$ cat config.mk
export PLATFORM = sky130hd
export DESIGN_NAME = fp_arith_sched
export DESIGN_NICKNAME = d
export VERILOG_FILES = /design/src/rtl/fp_arith_sched_pkg.sv /design/src/rtl/fp_res_fifo.sv /design/src/rtl/fp_arith_sched.sv
export SDC_FILE = /design/constraint.sdc
export NUM_CORES = 1
export LEC_CHECK = 0
export ABC_AREA = 0
export CORE_ASPECT_RATIO = 1.75
export CORE_MARGIN = 10
export CORE_UTILIZATION = 50
export DETAILED_ROUTE_END_ITERATION = 16
export GPL_TIMING_DRIVEN = 0
export PLACE_DENSITY = 0.82
export SYNTH_ARGS = -nofsm -noshare
export SYNTH_HDL_FRONTEND = slang
export SYNTH_SLANG_ARGS = --single-unit
$ cat constraint.sdc
create_clock -name clk -period 2.5 [get_ports clk]
set_input_delay 0.375 -clock clk [delete_from_list [all_inputs] [get_ports clk]]
set_output_delay 0.375 -clock clk [all_outputs]
set_load 0.005 [all_outputs]
$ cat src/rtl/fp_arith_sched_pkg.sv
// Shared types and constants for the fp_arith command scheduler.
// The optional exception flags are enabled by the FP_ARITH_SCHED_EXC_EN macro.
package fp_arith_sched_pkg;

  localparam int unsigned DATA_WIDTH    = 32;
  localparam int unsigned EXP_WIDTH     = 8;
  localparam int unsigned MAN_WIDTH     = 23;
  localparam int unsigned TAG_WIDTH_DEF = 4;

  typedef enum logic [1:0] {
    StIdle,
    StRun,
    StFlush
  } sched_state_e;

  typedef struct packed {
    logic [DATA_WIDTH-1:0]    data;
    logic [TAG_WIDTH_DEF-1:0] tag;
    logic [1:0]               exc;
  } res_entry_t;

  // {nan, inf}; both need an all-ones exponent.
  function automatic logic [1:0] exc_flags(input logic [DATA_WIDTH-1:0] d);
    logic [EXP_WIDTH-1:0] e;
    logic [MAN_WIDTH-1:0] m;
    e = d[MAN_WIDTH +: EXP_WIDTH];
    m = d[MAN_WIDTH-1:0];
    return {(&e) & (|m), (&e) & ~(|m)};
  endfunction

endpackage

$ cat src/rtl/fp_res_fifo.sv
// Synchronous result FIFO with occupancy count and synchronous clear.
// Storage is cleared by reset so an empty head reads zero.
module fp_res_fifo #(
  parameter int unsigned Width = 8,
  parameter int unsigned Depth = 4,
  localparam int unsigned PtrW = $clog2(Depth)
) (
  input  logic             clk,
  input  logic             rst_n,
  input  logic             clr,
  input  logic             push,
  input  logic [Width-1:0] wdata,
  input  logic             pop,
  output logic [Width-1:0] rdata,
  output logic [PtrW:0]    count
);

  logic [Width-1:0] mem_q [Depth];
  logic [PtrW-1:0]  wr_ptr_q, rd_ptr_q;
  logic [PtrW:0]    count_q;

  always_ff @(posedge clk or negedge rst_n) begin
    if (!rst_n) begin
      for (int i = 0; i < Depth; i++) mem_q[i] <= '0;
      wr_ptr_q <= '0;
      rd_ptr_q <= '0;
      count_q  <= '0;
    end else if (clr) begin
      wr_ptr_q <= '0;
      rd_ptr_q <= '0;
      count_q  <= '0;
    end else begin
      if (push) begin
        mem_q[wr_ptr_q] <= wdata;
        wr_ptr_q        <= wr_ptr_q + 1'b1;
      end
      if (pop) rd_ptr_q <= rd_ptr_q + 1'b1;
      if (push && !pop)      count_q <= count_q + 1'b1;
      else if (!push && pop) count_q <= count_q - 1'b1;
    end
  end

  assign rdata = mem_q[rd_ptr_q];
  assign count = count_q;

endmodule

$ cat src/rtl/fp_arith_sched.sv
// Valid/ready command front end for the combinational fp_arith unit with a tagged result FIFO.
// Define FP_ARITH_SCHED_EXC_EN to store and return per-result inf/NaN flags.
module fp_arith_sched
  import fp_arith_sched_pkg::*;
#(
  parameter int unsigned TAG_WIDTH  = TAG_WIDTH_DEF,
  parameter int unsigned FIFO_DEPTH = 4
) (
  input  logic                  clk,
  input  logic                  rst_n,
  input  logic                  flush,
  input  logic                  cmd_valid,
  output logic                  cmd_ready,
  input  logic                  cmd_op_sel,
  input  logic [DATA_WIDTH-1:0] cmd_data_1,
  input  logic [DATA_WIDTH-1:0] cmd_data_2,
  input  logic [TAG_WIDTH-1:0]  cmd_tag,
  output logic [DATA_WIDTH-1:0] arith_data_1,
  output logic [DATA_WIDTH-1:0] arith_data_2,
  output logic                  arith_op_sel,
  output logic                  arith_en,
  input  logic [DATA_WIDTH-1:0] arith_data_o,
  output logic                  res_valid,
  input  logic                  res_ready,
  output logic [DATA_WIDTH-1:0] res_data,
  output logic [TAG_WIDTH-1:0]  res_tag,
  output logic [1:0]            res_exc,
  output logic                  busy
);

  localparam int unsigned CntW = $clog2(FIFO_DEPTH) + 1;
`ifdef FP_ARITH_SCHED_EXC_EN
  localparam int unsigned EntryW = DATA_WIDTH + TAG_WIDTH + 2;
`else
  localparam int unsigned EntryW = DATA_WIDTH + TAG_WIDTH;
`endif

  sched_state_e          state_q, state_d;
  logic                  hs, pop;
  logic [CntW-1:0]       fifo_count;
  logic [EntryW-1:0]     wr_entry, rd_entry;
  logic                  iss_valid_q;
  logic                  iss_op_sel_q;
  logic [DATA_WIDTH-1:0] iss_data_1_q, iss_data_2_q;
  logic [TAG_WIDTH-1:0]  iss_tag_q;

  // Issue slot plus FIFO occupancy never exceeds depth, so a push always has room.
  assign cmd_ready = !flush && (state_q != StFlush) &&
                     ((fifo_count + CntW'(iss_valid_q)) < CntW'(FIFO_DEPTH));
  assign hs        = cmd_valid && cmd_ready;
  assign res_valid = (fifo_count != '0) && (state_q != StFlush);
  assign pop       = res_valid && res_ready && !flush;
  assign busy      = (state_q == StRun);

  always_ff @(posedge clk or negedge rst_n) begin
    if (!rst_n) begin
      iss_valid_q  <= 1'b0;
      iss_op_sel_q <= 1'b0;
      iss_data_1_q <= '0;
      iss_data_2_q <= '0;
      iss_tag_q    <= '0;
    end else begin
      iss_valid_q <= hs;
      if (hs) begin
        iss_op_sel_q <= cmd_op_sel;
        iss_data_1_q <= cmd_data_1;
        iss_data_2_q <= cmd_data_2;
        iss_tag_q    <= cmd_tag;
      end
    end
  end

  assign arith_en     = iss_valid_q;
  assign arith_op_sel = iss_op_sel_q;
  assign arith_data_1 = iss_data_1_q;
  assign arith_data_2 = iss_data_2_q;

`ifdef FP_ARITH_SCHED_EXC_EN
  assign wr_entry = {arith_data_o, iss_tag_q, exc_flags(arith_data_o)};
  assign {res_data, res_tag, res_exc} = rd_entry;
`else
  assign wr_entry = {arith_data_o, iss_tag_q};
  assign {res_data, res_tag} = rd_entry;
  assign res_exc = 2'b00;
`endif

  fp_res_fifo #(
    .Width (EntryW),
    .Depth (FIFO_DEPTH)
  ) u_res_fifo (
    .clk   (clk),
    .rst_n (rst_n),
    .clr   (flush),
    .push  (iss_valid_q),
    .wdata (wr_entry),
    .pop   (pop),
    .rdata (rd_entry),
    .count (fifo_count)
  );

  always_ff @(posedge clk or negedge rst_n) begin
    if (!rst_n) state_q <= StIdle;
    else        state_q <= state_d;
  end

  always_comb begin
    state_d = state_q;
    unique case (state_q)
      StIdle:  if (hs) state_d = StRun;
      // Leave once nothing is in flight and the FIFO is empty after this cycle.
      StRun:   if (!hs && !iss_valid_q && ((fifo_count - CntW'(pop)) == '0)) state_d = StIdle;
      StFlush: state_d = StIdle;
      default: state_d = StIdle;
    endcase
    if (flush) state_d = StFlush;
  end

endmodule

# After elaboration in Yosys (flattened, before gate mapping)
# Index checks and enable logic that the tools add are counted.
[classes]
reduce_logical = 23
magnitude_cmp = 4
addsub = 6
n_bitwise = 3
n_eq_ne = 4
n_mux = 17
[ops]
columns = ["operator", "n"]
rows = [
  ["bitwise mux 144 bit", 1],
  ["2-to-1 mux 36 bit", 3],
  ["binary-select mux 36 bit (select 2 bit)", 1],
  ["demux 36 bit (select 2 bit)", 1],
  ["2-to-1 mux 2 bit", 7],
  ["logical AND 1 bit", 11],
  ["2-to-1 mux 3 bit", 3],
  [">= comparator 3 bit (second input constant)", 2],
  ["NOT 2 -> 3 bit", 2],
  ["nonzero test 3 bit", 2],
  ["adder 2 x 1 -> 2 bit (second input constant)", 2],
  ["zero test 1 bit", 4],
  ["case mux 2 bit (2 select lines)", 1],
  ["AND reduction 2 bit", 2],
  ["nonzero test 2 bit", 2],
  ["adder 3 x 1 -> 3 bit", 1],
  ["adder 3 x 1 -> 3 bit (second input constant)", 1],
  ["zero test 3 bit", 1],
  ["< comparator 3 x 1 -> 1 bit (second input constant)", 1],
  ["< comparator 3 bit (second input constant)", 1],
  ["inequality test 3 x 2 -> 1 bit (second input constant)", 1],
  ["inequality test 3 bit (second input constant)", 1],
  ["subtractor 3 x 1 -> 3 bit", 1],
  ["subtractor 3 x 1 -> 3 bit (second input constant)", 1],
  ["other kinds (4)", 4],
]
[word_totals]
word_cells = 70
ff_bits = 223

# Depth between registers and ports, before layout
# Gate-level depths: netlist of the first run.
[logic_depth]
word_depth = 10
mapped_depth = 9
ltp_nobuf = 9

# Hierarchy
# A second synthesis of the first run with hierarchy kept.
[unflattened]
hier_cells = 559
hier_area_um2 = 10361.2
[by_module_without_submodules]
columns = ["mod", "cells_each", "area_per_inst_um2", "seq_area_each_um2", "n_inst"]
rows = [
  ["fp_res_fifo", 388, 7293.2, 3778.6, 1],
  ["fp_arith_sched", 171, 3067.9, 1801.7, 1],
]

# Least setup slack after synthesis of the first run
# OpenSTA, ideal clock, no wires.
[synth_path]
path_kind = "flip-flop to flip-flop"
start = "register u_res_fifo.count_q[1], in the netlist u_res_fifo.count[1]"
end = "register u_res_fifo.count_q[2], in the netlist u_res_fifo.count[2]"
path_stages_with_launch = 10
path_buffers = 0
t_arrival_ps = 1821
period_less_slack_ps = 1956
slack_ps = 544
setup_time_ps = 135
path_cell_list = "dfrtp_1 or3_1 nand3_1 nor2_1 nor2_1 fa_1 nand2b_1 nor4_1 o21ai_0 nor3b_1"
[synth_via]
elab_chain_cells = 8
word_cells_on_any_way = 13
cone_classes = "add/sub: 2; mux: 3; reduce/logical: 8"
[synth_lines]
columns = ["element", "line_no", "source"]
rows = [
  ["from (decl)", "fp_res_fifo.sv:20", "logic [PtrW:0] count_q;"],
  ["from (signal assigned)", "fp_res_fifo.sv:38", "if (push && !pop) count_q <= count_q + 1'b1;"],
  ["from (signal assigned)", "fp_res_fifo.sv:39", "else if (!push && pop) count_q <= count_q - 1'b1;"],
  ["branches (longest 8 deep; another with subtractor 3 x 1 -> 3 bit)", "-", ""],
]
# Parallel ways; which one is timed is not known. The select of a mux whose other input is x is not followed.
# A chain may end at the register's enable or synchronous reset.

# Worst setup path in the final report of the first run
[layout_path]
start = "register u_res_fifo.count_q[2], in the netlist u_res_fifo.count[2]"
end = "output port res_valid"
[layout_via]
elab_chain_cells = 2
[layout_lines]
columns = ["element", "line_no", "source"]
rows = [
  ["nonzero test 3 bit", "fp_arith_sched.sv:51", "assign res_valid = (fifo_count != '0) && (state_q != StFlush);"],
  ["logical AND 1 bit", "fp_arith_sched.sv:51", ""],
  ["to (decl)", "fp_arith_sched.sv:23", "output logic res_valid,"],
]
# Every way passes these cells.

==> impl_metrics.env, run 1 <==
export IMPL_avgSynthCellArea_sq_um=17.1
export IMPL_use_met1=0.180
export IMPL_via_count=5683
export IMPL_cp_end_kind="output port"
export IMPL_post_route_period_util=0.951
export IMPL_async_flop_share=1.00
export IMPL_grtUsageTotal=0.175
export IMPL_num_rows=67
export IMPL_min_period_ns=2.38
export IMPL_cp_start_kind="flip-flop"
export IMPL_initialDrtViolationCount=250
export IMPL_viasPerCell=5.38
export IMPL_power_uw=10500
export IMPL_fillers=1316
export IMPL_slew_viol_final=0
export IMPL_cts_tree="yes"
export IMPL_ios=213
export IMPL_first_global_vias=6726
export IMPL_synth_edf_count=0
export IMPL_relSlewSlack=0.549
export IMPL_p_per_area_nw_per_um2=817
export IMPL_clk_latency_ns=0.49
export IMPL_drc_errors=0
export IMPL_drt_first_pass_iters=4
export IMPL_yosys_area_top_type_share=0.577
export IMPL_clkSlewWorstSetupHoldPaths_ns=0.06
export IMPL_die_x_um=125
export IMPL_cts_buffers=21
export IMPL_synth_area_leader_cell="dfrtp_1"
export IMPL_dieArea_sq_um=25500
export IMPL_area_growth_pct=32.4
export IMPL_clockBufferDepth=3
export IMPL_wirelength_um=23100
export IMPL_antennaDiodeCount=0
export IMPL_hold_path_class="input port to asynchronous set/reset pin"
export IMPL_grt_ovfl_total=0
export IMPL_gp_congestion=0.806
export IMPL_dp_hpwl_um=17000
export IMPL_grt_pass1_wl_um=36500
export IMPL_synth_distinct_cells=39
export IMPL_final_antenna_net_count=0
export IMPL_setup_violations=0
export IMPL_required_ns=2.12
export IMPL_status="completed"
export IMPL_ys_flop_type="dfrtp_1"
export IMPL_port_buffers=210
export IMPL_crit_fanout=7
export IMPL_stdcell_area_sq_um=12800
export IMPL_grt_use_met3=0.0475
export IMPL_die_h_um=204
export IMPL_wire_per_inst_um=21.9
export IMPL_synth_cells=565
export IMPL_synthTopCellsByCount="223 x dfrtp_1, 144 x mux2_2, 69 x mux2_4"
export IMPL_critPathArrivalTime_ns=2.00
export IMPL_grt_setup_unrepaired="false"
export IMPL_cts_root_buf="clkbuf_16"
export IMPL_p_leak_uw=0.00603
export IMPL_antenna_found_initial=0
export IMPL_worst_slew_pin_slew_ns=0.676
export IMPL_grt_busiest_layer="met2"
export IMPL_ys_warn_count=0
export IMPL_layout_drive_gt1_share=0.398
export IMPL_hold_violations=0
export IMPL_placed_cell_area_sq_um=12100
export IMPL_nets=915
export IMPL_max_freq_mhz=421
export IMPL_core_sq_um=19100
export IMPL_ys_seq_elements=223
export IMPL_path_class="flip-flop to output port"
export IMPL_synthMostInstantiatedCell="dfrtp_1"
export IMPL_peakVddDrop_v=0.000563
export IMPL_cap_violations=0
export IMPL_cts_htree_levels=1
export IMPL_grt_max_degree=138
export IMPL_cts_sinks=223
export IMPL_fin_util=0.670
export IMPL_start_util=0.506
export IMPL_synth_area_sq_um=9670
export IMPL_grt_use_met2=0.331
export IMPL_fin_skew_ns=0.0134
export IMPL_ys_seq_area_frac=0.577
export IMPL_synthTopCellsByArea="dfrtp_1 58%, mux2_2 17%, mux2_4 11%, mux4_2 8.4%, buf_6 0.82%"
## per-layer routing
layer  part of all wire  up-vias  wire (um)
met2               0.56      176      12900
li1                   -     2534          -
met3              0.064       35       1490
met5                  0        -          0
met1               0.35     2938       8180
met4              0.025        0        575
## metrics by stage
stage / hold WS, ns / TNS [ns] / instances / setup slack (ns)
after detailed placement: 0.428 / -5.62 / 1018 / -0.260
after floorplan: 0.0794 / 0 / 566 / 0.544
final: 0.474 / 0 / 1057 / 0.123
after global routing: 0.469 / 0 / 1057 / 0.00932
after CTS: 0.469 / 0 / 1057 / 0.00521
after global placement: 0.481 / -1649.13 / 1017 / -7.40
## cell type report
type,instances,area (sq um),area share
clock inverters,9,50.0,0.00391
inverters,8,30.0,0.00234
clock buffers,27,558,0.0436
well taps,241,302,0.0235
flip-flops and latches,223,5580,0.436
plain buffers,31,274,0.0214
repair buffers,215,2140,0.167
multi-input cells,303,3870,0.302
## cells in the final DEF (no fill, tap or decap), types with 2 or more instances in the layout
master           count
mux4_2              36
nand4_1              2
ha_1                 5
clkbuf_16           22
conb_1               2
clkinvlp_4           2
dlygate4sd2_1       36
nand2_2              4
nor3_1               4
mux2_4              69
buf_4                6
clkbuf_1             7
nor2_1               8
buf_12               4
mux2_2             144
clkdlybuf4s50_1    172
buf_6                7
o21ai_0              2
nor3b_1              2
xor2_1               2
inv_1                8
buf_2               13
nand2b_1             2
clkinv_2             7
dfrtp_1            222
xnor2_1              2
## worst max-delay path: stages, from the launching register on
cell	delay, ns
dfrtp_1	0.46
nor3_1	0.43
nor2_1	0.12
clkdlybuf4s50_1	0.50
## sequential cells by signal, indices dropped and copies added, names as in the netlist
register,flops
iss_tag_q,4
u_res_fifo.mem_q,144
u_res_fifo.rd_ptr_q,2
arith_en,1
arith_op_sel,1
u_res_fifo.count,3
arith_data_1,32
state_q,2
arith_data_2,32
u_res_fifo.wr_ptr_q,2
## worst paths after layout
kind,startpoint,endpoint,slack (ns),cells after the start
worst max-delay path,u_res_fifo.count[2],res_valid,0.12,3
worst min-delay path,rst_n,u_res_fifo.mem_q[7],0.47,2
worst max register to register,u_res_fifo.count[2],u_res_fifo.count[2],0.17,8
worst min register to register,u_res_fifo.mem_q[36],u_res_fifo.mem_q[36],0.50,1
max in group asynchronous,rst_n,u_res_fifo.mem_q[3],0.93,3
min in group clk,cmd_tag[3],iss_tag_q[3],0.49,2
## cells by family after synthesis
group           synth area share
fa+ha+maj                0.00854
other cells             0.000388
compound gates           0.00608
mux                        0.360
flops                      0.577
buf+inv                   0.0241
xor+xnor                 0.00362
simple gates              0.0204
## report_power, final
group | internal (uW) | switching [uW] | leakage, uW
logic | 1940 | 929 | 0.00286
registers | 4290 | 407 | 0.00286
clock network | 1580 | 1320 | 0.000300
## repair_timing
| item | 4_1_cts | 5_1_grt |
|---|---|---|
| hold buffers | 1 | 0 |
| buffers inserted | 3 | 0 |
| hold endpoints to repair | 86 | 0 |
| gates resized for setup | 59 | 2 |
| setup endpoints to repair | 37 | 2 |
| gates cloned | 0 | 0 |
| pin swaps | 1 | 0 |
Note: power is estimated with default switching activity, not from simulation.
==> run 2, diff against run 1 <==
--- a/config.mk
+++ b/config.mk
@@ -8,10 +8,12 @@
 export ABC_AREA = 0
 export CORE_ASPECT_RATIO = 1.75
 export CORE_MARGIN = 10
-export CORE_UTILIZATION = 50
+export CORE_UTILIZATION = 45
+export CTS_CLUSTER_DIAMETER = 80
 export DETAILED_ROUTE_END_ITERATION = 16
 export GPL_TIMING_DRIVEN = 0
-export PLACE_DENSITY = 0.82
+export PLACE_DENSITY = 0.75
+export SLEW_MARGIN = 20
 export SYNTH_ARGS = -nofsm -noshare
 export SYNTH_HDL_FRONTEND = slang
 export SYNTH_SLANG_ARGS = --single-unit
==> impl_metrics.env, run 2 (same netlist as run 1, synthesis figures left out) <==
export IMPL_die_h_um=214
export IMPL_antenna_found_initial=2
export IMPL_post_route_period_util=0.969
export IMPL_slew_viol_final=0
export IMPL_p_per_area_nw_per_um2=842
export IMPL_placed_cells=1030
export IMPL_final_antenna_net_count=0
export IMPL_crit_slowest_cell="mux4_2"
export IMPL_grt_use_met3=0.0504
export IMPL_critPathArrivalTime_ns=2.05
export IMPL_top_register="u_res_fifo.mem_q"
export IMPL_largest_reg_flops=144
export IMPL_start_util=0.460
export IMPL_nets=918
export IMPL_layout_common_cells="221 x dfrtp_1, 176 x clkdlybuf4s50_1, 144 x mux2_2"
export IMPL_hold_path_end="arith_data_1[31]"
export IMPL_crit_fanout=5
export IMPL_core_sq_um=21000
export IMPL_crit_reg2reg_launch="state_q[1]"
export IMPL_cp_start_kind="flip-flop"
export IMPL_cap_violations=0
export IMPL_peakVddDrop_v=0.000606
export IMPL_viasPerCell=5.29
export IMPL_drt_first_pass_iters=4
export IMPL_p_leak_uw=0.00610
export IMPL_reg2reg_to="u_res_fifo.count[2]"
export IMPL_min_period_ns=2.42
export IMPL_layout_drive_gt1_share=0.403
export IMPL_dieArea_sq_um=28000
export IMPL_num_rows=70
export IMPL_grt_busiest_layer="met2"
export IMPL_hold_ws_ns=0.485
export IMPL_cts_buffers=22
export IMPL_reg2reg_depth=8
export IMPL_grt_max_degree=97
export IMPL_setup_violations=0
export IMPL_crit_cells=3
export IMPL_path_buf_inv=2
export IMPL_clkSlewWorstSetupHoldPaths_ns=0.06
export IMPL_relSlewSlack=0.524
export IMPL_wirelength_um=23800
export IMPL_clockBufferDepth=3
export IMPL_gp_congestion=0.790
export IMPL_max_stage_delay_ns=0.50
export IMPL_crit_family="buffers and inverters"
export IMPL_required_ns=2.12
export IMPL_hold_violations=0
export IMPL_fin_cells=1074
export IMPL_cp_end_kind="output port"
export IMPL_initialDrtViolationCount=242
export IMPL_max_freq_mhz=413
export IMPL_die_x_um=131
export IMPL_wire_per_inst_um=22.1
export IMPL_cts_htree_levels=1
export IMPL_holdPathStages=2
export IMPL_cts_tree="yes"
export IMPL_clk_latency_ns=0.50
export IMPL_cts_sinks=223
export IMPL_use_met1=0.177
export IMPL_area_growth_pct=34.3
export IMPL_fin_util=0.618
export IMPL_grt_use_met2=0.320
export IMPL_hold_path_class="input port to flip-flop"
export IMPL_hp_start="cmd_data_1[31]"
export IMPL_cts_root_buf="clkbuf_16"
export IMPL_grt_ovfl_total=0
export IMPL_crit_chain="clkbuf_16 > mux4_2 > clkdlybuf4s50_1"
export IMPL_port_buffers=210
export IMPL_grt_pass1_wl_um=38200
export IMPL_grt_setup_unrepaired="false"
export IMPL_via_count=5683
export IMPL_fin_skew_ns=0.00720
export IMPL_drc_errors=0
export IMPL_first_global_vias=6882
export IMPL_dp_hpwl_um=17600
export IMPL_grtUsageTotal=0.172
export IMPL_path_class="flip-flop to output port"
export IMPL_reg2reg_slack_ns=0.24
export IMPL_worst_slew_pin_slew_ns=0.714
export IMPL_ios=213
export IMPL_final_common_cell="dfrtp_1"
export IMPL_status="completed"
run 2: cell count changes in the layout (fill, tap and decap cells not counted), moves of 2 or more:
| cell | delta |
|---|---|
| clkdlybuf4s50_1 | +4 |
| clkbuf_8 | +3 |
| clkbuf_16 | +2 |
| dlygate4sd2_1 | -4 |
| bufinv_16 | +2 |
| clkinvlp_4 | -2 |
run 2: where the power goes:
part	total [uW]	switching, uW	internal, uW
registers	4700	404	4290
clock network	3350	1370	1980
logic	2890	922	1960
total	10900	2700	8240
run 2: cell type report:
cell class	count	area, sq um
Antenna cell	1	2.50
Buffer	31	274
Clock buffer	30	632
Clock inverter	9	98.8
Fill cell	1576	8030
Inverter	8	30.0
Multi-Input combinational cell	303	3870
Sequential cell	223	5580
Tap cell	252	315
Timing Repair Buffer	217	2180
run 2: worst max path at each step:
stage / startpoint / end
after CTS: u_res_fifo.rd_ptr_q[0] / res_data[21]
after floorplan: u_res_fifo.count[1] / u_res_fifo.count[2]
after detailed placement: u_res_fifo.rd_ptr_q[1] / res_tag[1]
after global placement: rst_n / u_res_fifo.mem_q[101]
after global routing: u_res_fifo.rd_ptr_q[0] / res_data[20]
final: u_res_fifo.rd_ptr_q[0] / res_data[20]
run 2: routing by layer:
metal  routed length [um]  vias to the layer above
met5                    8                        -
met4                  583                        2
met3                 1690                       35
met2                13300                      163
met1                 8230                     2946
li1                     -                     2537
run 2: stage by stage:
stage	setup slack [ns]	setup TNS, ns	power [uW]	area (sq um)
CTS	0.0222	0	11100	13000
global placement	-7.47	-1666.79	7640	12100
floorplan	0.544	0	6020	9670
finish	0.0763	0	10900	13000
detailed placement	-0.293	-6.50	7790	12200
global route	0.0199	0	11500	13000
run 2: repair_timing:
action | CTS | global route
hold buffers | 1 | 0
buffers inserted | 3 | 0
endpoints found under the hold margin | 95 | 0
pin swaps | 0 | 0
endpoints found under the setup margin | 37 | 1
cloned | 1 | 0
gates resized for setup | 56 | 1
